==> src/rtl/bcd_conv_scheduler.sv <==
// Round-robin scheduler sharing one bin2bcd converter among N_REQ requesters.
// A watchdog aborts a service when the converter never returns done.
//  state | meaning
//  IDLE  | no service; arbitrate when converter is ready
//  ISSUE | one-cycle start pulse to the converter
//  BUSY  | waiting for conv_done, watchdog counting
//  RESP  | one-cycle response to the served requester
module bcd_conv_scheduler #(
    parameter int N_REQ   = 3,
    parameter int BIN_W   = 14,
    parameter int TIMEOUT = 64
) (
    input  logic                   clk,
    input  logic                   rst,
    input  logic [N_REQ-1:0]       req,
    input  logic [N_REQ*BIN_W-1:0] bin_in,
    output logic [N_REQ-1:0]       grant,
    output logic [N_REQ-1:0]       rsp_valid,
    output logic                   rsp_err,
    output logic [15:0]            bcd_out,
    output logic                   conv_start,
    output logic [BIN_W-1:0]       conv_bin,
    input  logic                   conv_ready,
    input  logic                   conv_done,
    input  logic [15:0]            conv_bcd
);
    localparam int PTR_W = (N_REQ > 1) ? $clog2(N_REQ) : 1;
    localparam int WD_W  = (TIMEOUT > 1) ? $clog2(TIMEOUT) : 1;
    localparam logic [WD_W-1:0]  WD_LAST  = WD_W'(TIMEOUT - 1);
    localparam logic [PTR_W-1:0] IDX_LAST = PTR_W'(N_REQ - 1);

    typedef enum logic [1:0] {IDLE, ISSUE, BUSY, RESP} state_t;

    state_t           state, state_nxt;
    logic [PTR_W-1:0] rr_ptr, idx, pick, cand_p;
    logic             found;
    logic [WD_W-1:0]  wdog;
    logic             err;
    logic [N_REQ-1:0] idx_onehot;
    int               cand;

    // First set request at or after rr_ptr, wrapping around.
    always_comb begin
        found  = 1'b0;
        pick   = '0;
        cand   = 0;
        cand_p = '0;
        for (int k = 0; k < N_REQ; k++) begin
            cand = int'(rr_ptr) + k;
            if (cand >= N_REQ) begin
                cand = cand - N_REQ;
            end
            cand_p = PTR_W'(cand);
            if (!found && req[cand_p]) begin
                found = 1'b1;
                pick  = cand_p;
            end
        end
    end

    always_comb begin
        state_nxt = state;
        unique case (state)
            IDLE:    if (conv_ready && found) state_nxt = ISSUE;
            ISSUE:   state_nxt = BUSY;
            BUSY:    if (conv_done || (wdog == WD_LAST)) state_nxt = RESP;
            RESP:    state_nxt = IDLE;
            default: state_nxt = IDLE;
        endcase
    end

    always_ff @(posedge clk or posedge rst) begin
        if (rst) begin
            state    <= IDLE;
            rr_ptr   <= '0;
            idx      <= '0;
            wdog     <= '0;
            err      <= 1'b0;
            bcd_out  <= '0;
            conv_bin <= '0;
        end else begin
            state <= state_nxt;
            unique case (state)
                IDLE: begin
                    if (conv_ready && found) begin
                        idx      <= pick;
                        conv_bin <= bin_in[pick*BIN_W +: BIN_W];
                    end
                end
                ISSUE: wdog <= '0;
                BUSY: begin
                    // done wins over a watchdog expiry in the same cycle
                    if (conv_done) begin
                        bcd_out <= conv_bcd;
                        err     <= 1'b0;
                    end else if (wdog == WD_LAST) begin
                        err <= 1'b1;
                    end else begin
                        wdog <= wdog + 1'b1;
                    end
                end
                RESP: rr_ptr <= (idx == IDX_LAST) ? '0 : idx + 1'b1;
                default: ;
            endcase
        end
    end

    assign idx_onehot = N_REQ'(1) << idx;
    assign conv_start = (state == ISSUE);
    assign grant      = (state != IDLE) ? idx_onehot : '0;
    assign rsp_valid  = (state == RESP) ? idx_onehot : '0;
    assign rsp_err    = (state == RESP) && err;

endmodule

==> config.mk <==
export PLATFORM = sky130hd
export DESIGN_NAME = bcd_conv_scheduler
export DESIGN_NICKNAME = d
export VERILOG_FILES = /design/src/rtl/bcd_conv_scheduler.sv
export SDC_FILE = /design/constraint.sdc
export NUM_CORES = 1
export LEC_CHECK = 0
export CAP_MARGIN = 0
export CELL_PAD_IN_SITES_DETAIL_PLACEMENT = 0
export CELL_PAD_IN_SITES_GLOBAL_PLACEMENT = 1
export CORE_MARGIN = 4
export CORE_UTILIZATION = 25
export DETAILED_ROUTE_END_ITERATION = 8
export PLACE_DENSITY_LB_ADDON = 0.1
export REMOVE_ABC_BUFFERS = 1
export SLEW_MARGIN = 20
export SYNTH_ARGS = -nofsm -noshare
export SYNTH_HDL_FRONTEND = slang
export SYNTH_SLANG_ARGS = --single-unit
==> constraint.sdc <==
create_clock -name clk -period 2.3 [get_ports clk]
set_input_delay 0.23 -clock clk [delete_from_list [all_inputs] [get_ports clk]]
set_output_delay 0.23 -clock clk [all_outputs]
set_load 0.05 [all_outputs]
[Yosys cells after proc, flatten, opt, wreduce, memory -nomap -nowiden]
Cells that the tools add are included.
Storage, ports and cells
  input bits: 65
  register bits after elaboration: 43
Cells by class
  multiply operators: 1
  equality and inequality tests: 9
  shifts and indexed selects: 2
  muxes and demuxes: 26
  $add $sub $neg: 7
  reductions and logical operators: 16
  order comparisons: 6
Operator list (number)
  $shiftx 42x7->14: 1
  $mux 2: 9
  $mux 6: 2
  $pmux 6 s2: 1
  $lt 2x3->1 const B: 3
  $mux 1: 8
  $ne 2x2->1 const B: 4
  $pmux 2 s4: 1
  $reduce_and 2->1: 4
  $add 6x1->6 const B: 1
  $bmux 1 s2: 3
  $eq 2x2->1 const B: 3
  $eq 6x6->1 const B: 1
  $ge 3x2->1 const B: 2
  $mux 3: 2
  $reduce_bool 2->1: 3
  $sub 2x2->2 const B: 3
  $mul 2x3->5 const B: 1
  $logic_and 1x1->1: 4
  $add 2x1->3 const B: 1
  $add 2x2->3 const B: 1
  $reduce_and 3->1: 1
  $shl 1x2->3 const A: 1
  $add 2x1->2 const B: 1
  other kinds (5): 6

[Longest topological paths before layout]
Gate-level depths: netlist of run 1.
  word-level depth: 14
  mapped depth: 11

[Least setup slack after synthesis of run 1]
OpenSTA, ideal clock, no wires.
  path type: flip-flop to flip-flop
  from: reg rr_ptr[0]
  to: reg conv_bin[13]
  setup time: 130 ps
  data arrival time: 2060 ps
  path buffers: 2
  cell stages (with the launch flop): 11
  setup slack: 110 ps
  data required time: 2170 ps
  cell sequence: dfrtp_1 inv_1 ha_1 nor2b_1 o21ai_1 nand2_1 o311ai_4 or2_1 buf_6 buf_12 o221ai_2
Between the ends
  longest elaborated chain between the ends: 13
RTL lines
  start: declaration: RTL line 35  | logic [PTR_W-1:0] rr_ptr, idx, pick, cand_p;
  start signal: assignment: RTL line 102  | RESP: rr_ptr <= (idx == IDX_LAST) ? '0 : idx + 1'b1;
  parallel branches: the longest is 13 deep, another holds $mul 2x3->5
  end signal: assignment: RTL line 87  | conv_bin <= bin_in[pick*BIN_W +: BIN_W];
  end: declaration: RTL line 22  | output logic [BIN_W-1:0] conv_bin,
Parallel ways; which one is timed is not known. The select of a mux whose other input is x is not followed.
A chain may end at the register's enable or synchronous reset.

[Final worst setup path of run 1]
  from: reg rr_ptr[0]
  to: reg conv_bin[12]
Same word-level chain as after synthesis.

==> impl_metrics.toml, run 1 <==
[route]
ant_nets = 0
vias = 2047
via_per_inst = 4.450
first_iter_violations = 40
drtPass1Iterations = 4
drc = 0
routed_wl_mm = 6.717
wl_per_cell_um = 14.60

[logic_synthesis]
yosysTopAreaCellShare_pct = 44.98
synth-edff-count = 0
ys_seq_area_share_pct = 44.98
synthDistinctLibCells = 44
async_reset_ff_share_pct = 100.0
yosysWarningCount = 0
syn_area_per_cell_sq_um = 11.02
postSynthCellCount = 217
mappedNetlistArea_sq_um = 2392
yosys.area.top_type = "dfrtp_1"
yosys-top-cells-area = "dfrtp_1 45%, mux2_2 8.0%, o221ai_2 6.9%"
ys_ff_latch = 43
ys.flop_type = "dfrtp_1"

[grt]
antenna_found_initial = 0
track_usage_pct = 12.09
overflow = 0
grt_pass1_wl_mm = 10.65
grt_max_degree = 27
grt_pass1_vias = 2088

[critical_path]
crit_chain = "inv_1, ha_2, nor2b_2, o21ai_1, nand2_2, o311ai_4, or2_1, buf_12, o221ai_1"
critPathArrivalTime_ns = 2.37
required_ns = 2.48
r2r-start = "rr_ptr[0]"
max_stage_delay_ns = 0.39
crit_type = "register to register"
cp_slowest_cell = "dfrtp_1"
crit_buf_inv = 2
cp_top_family = "compound AO/OA/AOI/OAI gates"
crit_fanout = 14
endpoint_kind = "register"
cp-start-kind = "register"
startpoint = "rr_ptr[0]"

[power]
combPwrFrac_pct = 67.1
p_int_mw = 2.803
peakVddDrop_uv = 596.8
switching_share_pct = 48.96
power.leakage_nw = 1.657
finalPower_mw = 5.491
seq_power_share_pct = 23.3
pwr_density_cell_nw_per_um2 = 1446
net-switching-power_mw = 2.688
clkPwrFrac_pct = 9.6

[timing]
fmax_mhz = 455.9
finalWorstSetupSlack_ns = 0.1067
setup_violations = 0
slew_headroom_pct = 63.74
fin_crit_ns = 2.193
setup-tns-final_ns = 0
finClkSkew_ns = 0.01004
final-hold-violation-count = 0
finalCritPeriodShare_pct = 95.36
maxSlewViolCount = 0
worst_pin_slew_ns = 0.5422

[min_path]
hp-class = "input port to asynchronous set/reset pin"

[outcome]
status = "finished, final reports clean"

[finish]
seqCellArea_sq_um = 1076
drive_gt1_share_pct = 19.94
stdcell_count = 460
final_common_cell = "clkdlybuf4s50_1"
multi_input_comb_area_sq_um = 1209
nets = 404
n_antenna_cell = 0
most-common-layout-cells = "96 x clkdlybuf4s50_1, 43 x dfrtp_1, 24 x inv_1, 23 x nand2_1, 17 x mux2_2"
area_growth_syn_to_layout_pct = 58.68
nFillCells = 958

[floorplan]
boundaryPins = 103
fp.dieH_um = 105.8
die_width_um = 105.8
core_area_sq_um = 9284
row_count = 35
die_area_sq_um = 11200
start_util_pct = 25.77

[place]
dp.cells = 451
gp_congestion = 0.7345
preCtsSetupSlack_ns = 0.01481
portBuffers = 102
hpwlAfterDp_mm = 5.170

[clock_tree]
cts_made_buffers = 5
clk_path_buf_depth = 2
clkLatencyLatePin_ns = 0.30
path_clk_slew_ns = 0.10
cts-root-buf = "clkbuf_8"
clock-sinks = 43
htreeDepth = 2
cts.hold.buffers_added = 0
cts_tree = "done"

[job]
max_cap_violations = 0
cell usage after synthesis (all sizes together) (2+ instances only):
| cell type | number |
|---|---|
| nor3 | 4 |
| clkbuf | 2 |
| o22ai | 2 |
| o21ai | 10 |
| a41oi | 2 |
| a21oi | 5 |
| nand2 | 24 |
| dfrtp | 43 |
| mux2i | 16 |
| and3 | 2 |
| ha | 9 |
| o221ai | 14 |
| nor2b | 3 |
| nor2 | 10 |
| inv | 25 |
| mux2 | 17 |
| nand3 | 2 |
| buf | 6 |
| o31ai | 2 |
power by group through the flow:
stage	combinational, mW	clock [mW]	sequential, mW
final	3.69	0.525	1.28
after global routing	3.95	0.581	1.33
after CTS	3.61	0.554	1.29
after detailed placement	3.60	0	1.30
after global placement	3.60	0	1.29
after floorplan	1.47	0	2.18
cell type report:
cell class,count,area share (%)
clock inverters,3,0.6922
well taps,129,4.252
inverters,25,2.472
flip-flops and latches,43,28.35
repair buffers,114,30.59
clock buffers,5,1.813
multi-input cells,141,31.84
sequential cells by signal, summed over array words and instances (netlist names):
name and count:
state 2, err 1, bcd_out 16, wdog 6
idx 2, rr_ptr 2, conv_bin 14
timing repair:
item / CTS / global route
setup buffers: 0 / 1
gates resized for setup: 0 / 17
setup endpoints to repair: 1 / 19
metal layers:
| metal | part of all wire [%] | global-route usage (%) | vias up |
|---|---|---|---|
| li1 | - | - | 996 |
| met1 | 41 | 14.59 | 978 |
| met2 | 47 | 19.35 | 67 |
| met3 | 10 | 5.634 | 6 |
| met4 | 1.2 | 3.330 | 0 |
| met5 | 0 | 0 | - |
worst paths after layout:
check | endpoint | slack [ns] | cells past startpoint
max in group asynchronous | wdog[2] | 1.55 | 3
min | bcd_out[9] | 0.23 | 2
min reg2reg | conv_bin[2] | 0.49 | 2
min in group clk | conv_bin[2] | 0.49 | 2
max | conv_bin[12] | 0.11 | 9
max reg2reg | conv_bin[12] | 0.11 | 9
stage by stage:
step / instance area [sq um] / hold WS, ns / utilization (%)
5_1_grt: 3796 / 0.2564 / 40.89
2_1_floorplan: 2311 / 0.3207 / -
6_report: 3796 / 0.2320 / 40.89
3_5_place_dp: 3618 / 0.4758 / 38.98
3_3_place_gp: 3618 / 0.4736 / 38.98
4_1_cts: 3714 / 0.2397 / 40.00
kinds of logic after synthesis:
family,Yosys count,synth area share [%]
buf+inv,33,7.322
compound gates,45,17.68
flops,43,44.98
simple gates,53,10.25
fa+ha+maj,9,4.707
xor+xnor,1,0.3662
mux,33,14.70
worst reg2reg max path, stage by stage (launching register included):
cell and delay (ns):
dfrtp_1 0.39, inv_1 0.08, ha_2 0.31, nor2b_2 0.17
o21ai_1 0.22, nand2_2 0.12, o311ai_4 0.31, or2_1 0.19
buf_12 0.16, o221ai_1 0.12
Power figures use the tool's default switching activity.
==> run 2: changes to the inputs <==
--- a/config.mk
+++ b/config.mk
@@ -9,7 +9,7 @@
 export CELL_PAD_IN_SITES_DETAIL_PLACEMENT = 0
 export CELL_PAD_IN_SITES_GLOBAL_PLACEMENT = 1
 export CORE_MARGIN = 4
-export CORE_UTILIZATION = 25
+export CORE_UTILIZATION = 29
 export DETAILED_ROUTE_END_ITERATION = 8
 export PLACE_DENSITY_LB_ADDON = 0.1
 export REMOVE_ABC_BUFFERS = 1
==> impl_metrics.toml, run 2 (synthesis gave the netlist of run 1 again) <==
[timing]
maxSlewViolCount = 0
final-hold-violation-count = 0
setup_violations = 0
setup-tns-final_ns = 0
slew_headroom_pct = 63.19
fmax_mhz = 444.4
rsz0062_at_grt = "yes"
timing.hold.ws_ns = 0.2525
finClkSkew_ns = 0.006344
fin_crit_ns = 2.250
finalCritPeriodShare_pct = 97.84
worst_pin_slew_ns = 0.5505

[grt]
overflow = 0
grt_pass1_vias = 2194
track_usage_pct = 13.33
antenna_found_initial = 0
grt_pass1_wl_mm = 10.59
grt_max_degree = 26

[floorplan]
start_util_pct = 30.33
boundaryPins = 103
die_width_um = 98.83
fp.dieH_um = 98.83
row_count = 32
core_area_sq_um = 7888
die_area_sq_um = 9766

[finish]
area_growth_syn_to_layout_pct = 61.14
regMostFlops = "bcd_out"
largest_registers = "bcd_out x16, conv_bin x14, wdog x6"
nets = 408
nFillCells = 733
largest_reg_flops = 16
n_antenna_cell = 0
most-common-layout-cells = "97 x clkdlybuf4s50_1, 42 x dfrtp_1, 23 x inv_1, 23 x nand2_1, 17 x mux2_2"
drive_gt1_share_pct = 23.28
final_common_cell = "clkdlybuf4s50_1"

[critical_path]
r2r-end = "conv_bin[7]"
endpoint_kind = "register"
cp_top_family = "compound AO/OA/AOI/OAI gates"
r2r-start = "rr_ptr[0]"
r2r_slack_ns = 0.05
reg2reg_depth = 9
crit_type = "register to register"
crit_fanout = 7
critPathArrivalTime_ns = 2.43
required_ns = 2.48
crit_buf_inv = 2
crit_chain = "buf_4, ha_1, and3b_1, o21bai_4, a311oi_2, a21oi_4, clkbuf_16, mux2i_2, o221ai_2"
max_stage_delay_ns = 0.43
cp_slowest_cell = "dfrtp_1"
cp-start-kind = "register"

[power]
finalPower_mw = 5.721
power.leakage_nw = 1.662
pwr_density_cell_nw_per_um2 = 1484
peakVddDrop_uv = 701.2

[route]
ant_nets = 0
vias = 2038
first_iter_violations = 25
routed_wl_mm = 6.665
wl_per_cell_um = 15.25
drtPass1Iterations = 4
via_per_inst = 4.664
drc = 0

[min_path]
hp-class = "input port to asynchronous set/reset pin"

[place]
hpwlAfterDp_mm = 4.880
portBuffers = 102
gp_congestion = 0.8417

[clock_tree]
clk_path_buf_depth = 2
clkLatencyLatePin_ns = 0.29
clock-sinks = 43
cts_tree = "done"
path_clk_slew_ns = 0.08
htreeDepth = 2
cts-root-buf = "clkbuf_8"
cts_made_buffers = 5

[job]
max_cap_violations = 0

[outcome]
status = "finished, final reports clean"
[run 2: changes by cell type in the layout (fill, tap and decap cells not counted), sizes merged]
cell | before | now
dlymetal6s2s | 3 | 2
clkbuf | 5 | 8
inv | 27 | 25
buf | 15 | 18
clkdlybuf4s50 | 96 | 97
[run 2: final cells by class]
class	count	area [sq um]	area share, %
Clock buffer	7	76.32	1.980
Inverter	25	93.84	2.434
Timing Repair Buffer	118	1206	31.29
Multi-Input combinational cell	141	1269	32.91
Clock inverter	1	5.005	0.1298
Sequential cell	43	1077	27.95
Tap cell	102	127.6	3.311
[run 2: power by group]
part | internal, mW | total (mW) | switching [mW] | leakage, nW
clock | 0.214 | 0.472 | 0.259 | 0.0422
combinational | 1.68 | 3.96 | 2.28 | 1.09
sequential | 1.09 | 1.29 | 0.202 | 0.533
total | 2.98 | 5.72 | 2.74 | 1.66
[run 2: worst max-delay path by stage]
stage          slack, ns      start            to  depth (start not counted)
2_1_floorplan      -0.26  rr_ptr[0]  conv_bin[13]                          8
3_3_place_gp        0.04     req[1]   conv_bin[6]                          8
3_5_place_dp        0.03     req[1]  conv_bin[10]                          8
4_1_cts             0.03   state[0]  rsp_valid[0]                          4
5_1_grt            -0.03  rr_ptr[0]   conv_bin[1]                          9
6_report            0.05  rr_ptr[0]   conv_bin[7]                          9
[run 2: stage by stage]
step / setup slack (ns) / area (sq um) / cells / utilization, %
final: 0.04965 / 3855 / 437 / 48.87
after global routing: -0.03139 / 3855 / 437 / 48.87
after CTS: 0.02672 / 3674 / 433 / 46.57
after detailed placement: 0.02816 / 3592 / 425 / 45.54
after global placement: 0.04195 / 3592 / 425 / 45.54
after floorplan: -0.2638 / 2311 / 209 / -
[run 2: worst register-to-register path, delay by kind of cell (launching register included)]
family	cells	cell delay [ns]
buffers and inverters	2	0.36
adders and majority gates	1	0.20
AOI/OAI and AO/OA	4	0.65
and+or+nand+nor	1	0.26
muxes	1	0.24
DFF	1	0.43
[run 2: routing by layer]
| metal | track usage (%) | share of wire, % | vias to the layer above |
|---|---|---|---|
| li1 | - | - | 999 |
| met2 | 21.59 | 48 | 77 |
| met4 | 3.782 | 0.99 | 0 |
| met3 | 5.025 | 8.4 | 6 |
| met5 | 0 | 0 | - |
| met1 | 16.61 | 42 | 956 |
[run 2: repair_timing]
item | CTS | global route
endpoints found under the setup margin | 0 | 17
hold buffers | 0 | 0
gates resized for setup | 0 | 30
setup buffers | 0 | 3
==> run 3: changes to the inputs <==
--- a/config.mk
+++ b/config.mk
@@ -9,7 +9,7 @@
 export CELL_PAD_IN_SITES_DETAIL_PLACEMENT = 0
 export CELL_PAD_IN_SITES_GLOBAL_PLACEMENT = 1
 export CORE_MARGIN = 4
-export CORE_UTILIZATION = 29
+export CORE_UTILIZATION = 32
 export DETAILED_ROUTE_END_ITERATION = 8
 export PLACE_DENSITY_LB_ADDON = 0.1
 export REMOVE_ABC_BUFFERS = 1
==> constraint.sdc (replaced) <==
create_clock -name clk -period 2.4 [get_ports clk]
set_input_delay 0.24 -clock clk [delete_from_list [all_inputs] [get_ports clk]]
set_output_delay 0.24 -clock clk [all_outputs]
set_load 0.05 [all_outputs]
==> impl_metrics.toml, run 3 (synthesis gave the netlist of run 1 again) <==
[outcome]
status = "finished, final reports clean"

[route]
drc = 0
drtPass1Iterations = 4
routed_wl_mm = 6.409
first_iter_violations = 49
vias = 2022
via_per_inst = 4.702
ant_nets = 0
wl_per_cell_um = 14.90

[place]
portBuffers = 102
dp.cells = 420
hpwlAfterDp_mm = 4.866
gp_congestion = 0.8348

[power]
power.leakage_nw = 1.664
peakVddDrop_uv = 856.6
finalPower_mw = 5.320
pwr_density_cell_nw_per_um2 = 1417

[grt]
grt_pass1_wl_mm = 10.48
grt_pass1_vias = 2101
track_usage_pct = 14.97
overflow = 0
antenna_found_initial = 0
grt_max_degree = 24

[clock_tree]
clkLatencyLatePin_ns = 0.30
path_clk_slew_ns = 0.10
clk_path_buf_depth = 2
cts-root-buf = "clkbuf_8"
htreeDepth = 2
cts_made_buffers = 5
clock-sinks = 43
cts_tree = "done"

[critical_path]
crit_type = "register to register"
r2r-end = "conv_bin[7]"
r2r_slack_ns = 0.17
endpoint_kind = "register"
critPathArrivalTime_ns = 2.41
cp-start-kind = "register"
reg2reg_depth = 9
required_ns = 2.57
startpoint = "rr_ptr[1]"
crit_fanout = 14
r2r-start = "rr_ptr[1]"

[min_path]
hp-class = "input port to asynchronous set/reset pin"

[timing]
worst_pin_slew_ns = 0.7954
fmax_mhz = 447.8
finClkSkew_ns = 0.01159
final-hold-violation-count = 0
slew_headroom_pct = 46.64
fin_crit_ns = 2.233
setup_violations = 0
finalCritPeriodShare_pct = 93.05
maxSlewViolCount = 0

[floorplan]
boundaryPins = 103
start_util_pct = 32.98
die_area_sq_um = 8924
fp.dieH_um = 94.47
row_count = 31
core_area_sq_um = 7253
die_width_um = 94.47

[finish]
largest_registers = "bcd_out x16, conv_bin x14, wdog x6"
final_common_cell = "clkdlybuf4s50_1"
n_antenna_cell = 0
nets = 404
drive_gt1_share_pct = 17.52
most-common-layout-cells = "98 x clkdlybuf4s50_1, 43 x dfrtp_1, 24 x inv_1, 24 x nand2_1, 17 x mux2_2"
nFillCells = 669
largest_reg_flops = 16
multi_input_comb_area_sq_um = 1166
regMostFlops = "bcd_out"
area_growth_syn_to_layout_pct = 56.96
stdcell_count = 430
seqCellArea_sq_um = 1076

[job]
max_cap_violations = 0
-- run 3: worst max-delay path: stages (launching register included) --
cell and delay [ns]:
dfrtp_1 0.40, inv_1 0.11, ha_2 0.26, mux2i_1 0.35, o21bai_4 0.15, a311oi_2 0.24
a21oi_2 0.08, buf_12 0.17, mux2i_2 0.22, o221ai_2 0.13
-- run 3: power by group --
part	switching, mW	internal [mW]
sequential	0.183	1.04
clock	0.270	0.415
combinational	2.05	1.36
total	2.51	2.81
-- run 3: cell type report --
| class | instances | share of cell area [%] |
|---|---|---|
| Clock buffer | 5 | 1.833 |
| Clock inverter | 3 | 1.799 |
| Inverter | 25 | 2.499 |
| Multi-Input combinational cell | 141 | 31.06 |
| Sequential cell | 43 | 28.66 |
| Tap cell | 99 | 3.299 |
| Timing Repair Buffer | 114 | 30.86 |
-- run 3: per-stage QoR --
step	hold WS [ns]	utilization [%]	cell area (sq um)	worst slack, ns	setup TNS [ns]
after floorplan	0.3307	-	2311	-0.1638	-1.946
after CTS	0.3055	51.08	3705	0.03841	0
after global placement	0.4697	49.20	3568	0.1548	0
after detailed placement	0.4764	49.20	3568	0.1235	0
final	0.2813	51.77	3755	0.1668	0
after global routing	0.3290	51.77	3755	-0.01802	-0.04265
-- run 3: how the worst max path moves through the flow --
stage / end
4_1_cts: grant[0]
6_report: conv_bin[7]
2_1_floorplan: conv_bin[13]
5_1_grt: conv_bin[11]
3_5_place_dp: conv_bin[10]
3_3_place_gp: idx[1]
-- run 3: timing repair --
item,CTS,global route
buffers inserted,0,2
setup endpoints to repair,0,19
hold buffers,0,0
hold endpoints to repair,0,0
gates resized for setup,0,11
-- run 3: routing by layer --
layer | share of wire (%) | GRT usage (%) | up-vias
li1 | - | - | 992
met1 | 44 | 18.94 | 960
met2 | 48 | 24.35 | 62
met3 | 7.1 | 4.861 | 8
met4 | 1.5 | 4.567 | 0
met5 | 0 | 0 | -
